$ cat src/rtl/cache_axi_rd_arbiter.sv
// cache_axi_rd_arbiter: round-robin share of one AXI4 read channel between icache and dcache
module cache_axi_rd_arbiter #(
    parameter int ADDR_W = 32,
    parameter int DATA_W = 32,
    parameter int LEN_W  = 8
) (
    input  logic              clk,
    input  logic              rst,
    input  logic              i_arvalid,
    input  logic [ADDR_W-1:0] i_araddr,
    input  logic [LEN_W-1:0]  i_arlen,
    output logic              i_arready,
    output logic              i_rvalid,
    output logic [DATA_W-1:0] i_rdata,
    output logic              i_rlast,
    input  logic              i_rready,
    input  logic              d_arvalid,
    input  logic [ADDR_W-1:0] d_araddr,
    input  logic [LEN_W-1:0]  d_arlen,
    output logic              d_arready,
    output logic              d_rvalid,
    output logic [DATA_W-1:0] d_rdata,
    output logic              d_rlast,
    input  logic              d_rready,
    output logic              m_arvalid,
    output logic [ADDR_W-1:0] m_araddr,
    output logic [LEN_W-1:0]  m_arlen,
    output logic              m_arid,
    input  logic              m_arready,
    input  logic              m_rvalid,
    input  logic [DATA_W-1:0] m_rdata,
    input  logic              m_rlast,
    output logic              m_rready,
    output logic              proto_err
);
    typedef enum logic [1:0] {IDLE, ADDR, DATA} state_t;
    state_t state, state_nxt;
    logic last_grant;
    logic [LEN_W:0] beat_cnt;
    logic in_data, beat, bad_beat, to_i, to_d;
    always_comb begin
        d_arready = (state == IDLE) & d_arvalid & (~i_arvalid | ~last_grant);
        i_arready = (state == IDLE) & i_arvalid & ~d_arready;
        in_data   = state == DATA;
        to_i      = in_data & ~m_arid;
        to_d      = in_data & m_arid;
        m_rready  = to_d ? d_rready : to_i & i_rready;
        i_rvalid  = to_i & m_rvalid;
        i_rlast   = to_i & m_rlast;
        i_rdata   = to_i ? m_rdata : '0;
        d_rvalid  = to_d & m_rvalid;
        d_rlast   = to_d & m_rlast;
        d_rdata   = to_d ? m_rdata : '0;
        beat      = m_rvalid & m_rready;
        // rlast must coincide exactly with the beat numbered arlen
        bad_beat  = beat & (m_rlast != (beat_cnt == {1'b0, m_arlen}));
        state_nxt = state == IDLE ? ((i_arready | d_arready) ? ADDR : IDLE) :
                    state == ADDR ? (m_arready ? DATA : ADDR) :
                    ((beat & m_rlast) ? IDLE : DATA);
    end
    always_ff @(posedge clk or posedge rst) begin
        if (rst) state <= IDLE;
        else     state <= state_nxt;
    end
    always_ff @(posedge clk or posedge rst) begin
        if (rst) begin
            m_arvalid  <= 1'b0;
            m_araddr   <= '0;
            m_arlen    <= '0;
            m_arid     <= 1'b0;
            last_grant <= 1'b0;
            beat_cnt   <= '0;
            proto_err  <= 1'b0;
        end else begin
            if (i_arready | d_arready) begin
                m_arvalid  <= 1'b1;
                m_araddr   <= d_arready ? d_araddr : i_araddr;
                m_arlen    <= d_arready ? d_arlen : i_arlen;
                m_arid     <= d_arready;
                last_grant <= d_arready;
                beat_cnt   <= '0;
            end else if (state == ADDR && m_arready) begin
                m_arvalid <= 1'b0;
            end
            if (beat) beat_cnt <= beat_cnt + 1'b1;
            if (bad_beat) proto_err <= 1'b1;
        end
    end
endmodule
$ cat config.mk
export PLATFORM = sky130hd
export DESIGN_NAME = cache_axi_rd_arbiter
export DESIGN_NICKNAME = d
export VERILOG_FILES = /design/src/rtl/cache_axi_rd_arbiter.sv
export SDC_FILE = /design/constraint.sdc
export NUM_CORES = 1
export LEC_CHECK = 0
export CAP_MARGIN = 25
export CORE_ASPECT_RATIO = 0.6
export CORE_MARGIN = 2
export CORE_UTILIZATION = 30
export CTS_CLUSTER_SIZE = 24
export DETAILED_ROUTE_END_ITERATION = 8
export MAX_ROUTING_LAYER = met4
export PLACE_DENSITY = 0.74
export RECOVER_POWER = 50
export SLEW_MARGIN = 15
export SYNTH_ARGS = -nofsm -noshare
export SYNTH_HDL_FRONTEND = slang
export SYNTH_SLANG_ARGS = --single-unit
$ cat constraint.sdc
create_clock -name clk -period 1.8 [get_ports clk]
set_clock_uncertainty 0.2 [all_clocks]
set_input_delay 0.18 -clock clk [delete_from_list [all_inputs] [get_ports clk]]
set_output_delay 0.18 -clock clk [all_outputs]
set_load 0.02 [all_outputs]
==> run_results.csv <==
group,metric,value,unit
status,outcome,"finished, violations left",
status,violations,"negative setup slack",
grt,grtUsageTotal,22.0,%
clock_network,root_buffer,"clkbuf_16",
worst_setup_path,slowest_stage,"dfrtp_2",
detailed_routing,wire_per_inst,17.7,microns
worst_setup_path,crit_type,"flip-flop to primary output",
placed_design,dp_hpwl,8290,microns
power_and_ir_drop,p_switching,0.00414,W
sta,period_minus_slack,1.98,ns
clock_network,cts_buffers,5,
synthesis,seq_area_frac_synth,44.7,%
synthesis,async_reset_ff_share,100,%
worst_setup_path,crit_fanout,4,
sta,finalHoldViolations,0,
synthesis,synth_area_leader_cell,"dfrtp_1",
synthesis,synthMostInstantiatedCell,"and2_1",
clock_network,htree_levels,2,
clock_network,clk_transition_reported_paths,0.07,ns
detailed_routing,avgViaCountPerCell,4.82,
synthesis,syn_area,3020,sq um
cells_and_area,drive_gt1_share,33.5,%
detailed_routing,wl,12400,microns
placed_design,dp.cells,667,
sta,hold-worst-slack,0.305,ns
synthesis,yosys_register_bits,54,
worst_setup_path,crit_start,"last_grant$_DFFE_PP0P_",
detailed_routing,vias,3368,
power_and_ir_drop,ir_drop,0.000790,V
cells_and_area,num-nets-final,685,
detailed_routing,first_pass_iters,4,
cells_and_area,multi_input_area,1740,sq um
power_and_ir_drop,p_comb_share,70.8,%
synthesis,synthCells,294,
die,die_h,81.8,microns
worst_setup_path,cp_data_required_time,1.42,ns
grt,grt_first_pass_wirelength,18200,microns
die,core,9840,sq um
worst_setup_path,cp.arrival,1.60,ns
detailed_routing,drt-initial-drc-count,150,
synthesis,synthTopCellsByArea,"dfrtp_1 (45%), and2_1 (17%), a221o_1 (13%), and2_0 (5.2%), mux2i_1 (2.6%)",
cells_and_area,layout-area-overhead-vs-synth,115,%
clock_network,cts_tree,"built",
sta,fmax,0.504,GHz
die,die-area,10900,sq um
cells_and_area,n_antenna_cell,0,
power_and_ir_drop,switching_share,38.5,%
worst_setup_path,critPathMaxStageDelay,0.44,ns
clock_network,worstSkewPairLatency,0.29,ns
power_and_ir_drop,power_leakage,2.84,nW
power_and_ir_drop,internal_power,0.00663,W
die,ios,235,
synthesis,synth_cell_type_count,36,
hold_path,min-delay-start,"d_arlen[6]",
synthesis,synth_warnings,0,
placed_design,io_buffers,234,
sta,rsz0062_at_grt,"true",
clock_network,cts_buffer_depth,2,
synthesis,synth_nets,416,
sta,max_slew.worst_pin.slew,0.726,ns
sta,fin_ws,-0.184,ns
sta,final-max-slew-violation-count,0,
synthesis,synth_top_cell_area_share,44.7,%
grt,grt.overflow.total,0,
cells_and_area,ff_latch_area,1350,sq um
hold_path,min_path_type,"primary input to flip-flop",
synthesis,yosys-top-cells-count,"and2_1 (83), dfrtp_1 (54), a221o_1 (40)",
die,start_util,30.7,%
clock_network,numClockSinks,54,
worst_setup_path,crit_chain,"nor3b_4, buf_6, buf_12, clkbuf_16, and2_4, buf_6",
power_and_ir_drop,seqPwrFrac,19.1,%
grt,grt_max_degree,55,
power_and_ir_drop,total_power,0.0108,W
sta,finalSetupViolCount,119,
detailed_routing,drc,0,
cells_and_area,num-fill-cells,734,
cells_and_area,fin_util,66.1,%
grt,antenna_found_initial,0,
power_and_ir_drop,pwr-share-clk,10.0,%
die,rows,28,
cells_and_area,final_cells,699,
worst_setup_path,end_kind,"primary output",
sta,tns,-9.23,ns
sta,timing.slew.headroom,51.6,%
synthesis,synth-edff-count,0,
worst_setup_path,r2r_start,"state[0]$_DFF_PP0_",
clock_network,hold_buffers,0,
power_and_ir_drop,cellPowerDensity,1660,nW/um^2
worst_setup_path,worst_setup_path_start_kind,"flip-flop",
die,die_x,134,microns
flow_run,max_cap_viol_count,0,
synthesis,avgSynthCellArea,10.3,sq um
grt,grt_pass1_vias,3295,
worst_setup_path,path_common_cell,"buf_6",
detailed_routing,antenna_left,0,
synthesis,synthFlopType,"dfrtp_1",
placed_design,place_congestion,0.798,
sta,fin_crit_sh,110,%
## layout make-up
cell class | count | share of cell area, %
flip-flops and latches | 54 | 20.8
clock inverters | 2 | 0.577
clock buffers | 6 | 1.98
repair buffers | 283 | 47.1
inverters | 3 | 0.173
multi-input cells | 216 | 26.8
well taps | 135 | 2.60
## per-stage QoR
stage          area [sq um]  setup WS (ns)
6_report               6510         -0.184
5_1_grt                6510         -0.243
4_1_cts                6310         -0.147
3_5_place_dp           5700         -0.273
3_3_place_gp           5700         -0.235
2_1_floorplan          3030        -0.0126
## cell usage in the layout (no fill, tap or decap), types with 7 or more instances in the layout
cell type          n
buf_4             26
buf_6             77
and2_4            44
and2_1            39
nand2_1            8
a221o_1           40
clkbuf_16          9
clkdlybuf4s50_1  161
dfrtp_1           52
xnor2_1            8
and2_0            25
mux2i_1            7
buf_12             7
## power by group through the flow
stage / clock network (W) / logic, W / registers (W)
3_5_place_dp: 0 / 0.00596 / 0.00206
6_report: 0.00108 / 0.00763 / 0.00206
4_1_cts: 0.00111 / 0.00721 / 0.00206
2_1_floorplan: 0 / 0.00253 / 0.00257
3_3_place_gp: 0 / 0.00590 / 0.00204
5_1_grt: 0.00116 / 0.00801 / 0.00213
## path summary, 6_finish.rpt
check | endpoint | slack, ns | cells after the start
worst max-delay path | i_rdata[16] | -0.18 | 6
worst min-delay path | m_arlen[6]$_DFFE_PP0P_ | 0.30 | 2
worst max register to register | beat_cnt[8]$_DFFE_PP0P_ | -0.09 | 6
worst min register to register | m_arvalid$_DFFE_PP0P_ | 0.31 | 2
max in group asynchronous | last_grant$_DFFE_PP0P_ | 0.51 | 3
min in group asynchronous | m_araddr[12]$_DFFE_PP0P_ | 0.38 | 3
## registers in the layout, indices dropped and copies added, names as in the netlist
signal	flops
m_araddr	32
beat_cnt	9
proto_err	1
m_arvalid	1
m_arlen	8
last_grant	1
state	2
## what timing repair did
| item | 4_1_cts | 5_1_grt |
|---|---|---|
| gates cloned | 8 | 1 |
| resized for setup | 455 | 54 |
| setup endpoints to repair | 112 | 121 |
| setup buffers | 9 | 7 |
| pin swaps | 8 | 16 |
## kinds of logic (layout without fill, tap and decap cells)
family | after synthesis | count (layout) | synth area share [%]
adder cells (fa/ha/maj) | 1 | 1 | 0.414
multiplexers | 10 | 10 | 3.39
AO/OA/AOI/OAI | 56 | 56 | 16.6
XOR/XNOR | 9 | 9 | 2.61
buffers and inverters | 24 | 294 | 4.01
AND/OR/NAND/NOR | 140 | 140 | 28.3
flip-flops | 54 | 54 | 44.7
## worst max-delay path, delay by kind of cell (launching register included)
kind          cells  cell delay (ns)
buf+inv           4             0.51
simple gates      2             0.36
flops             1             0.44
## metal layers
layer  vias to the layer above  track usage, %  share of wire (%)
li1                       1587               -                  -
met1                      1631            28.7                 46
met2                       135            35.7                 47
met3                        15            5.43                6.3
met4                         0            4.04               0.99
met5                         -               -                  0
(Power assumes the default switching activity.)
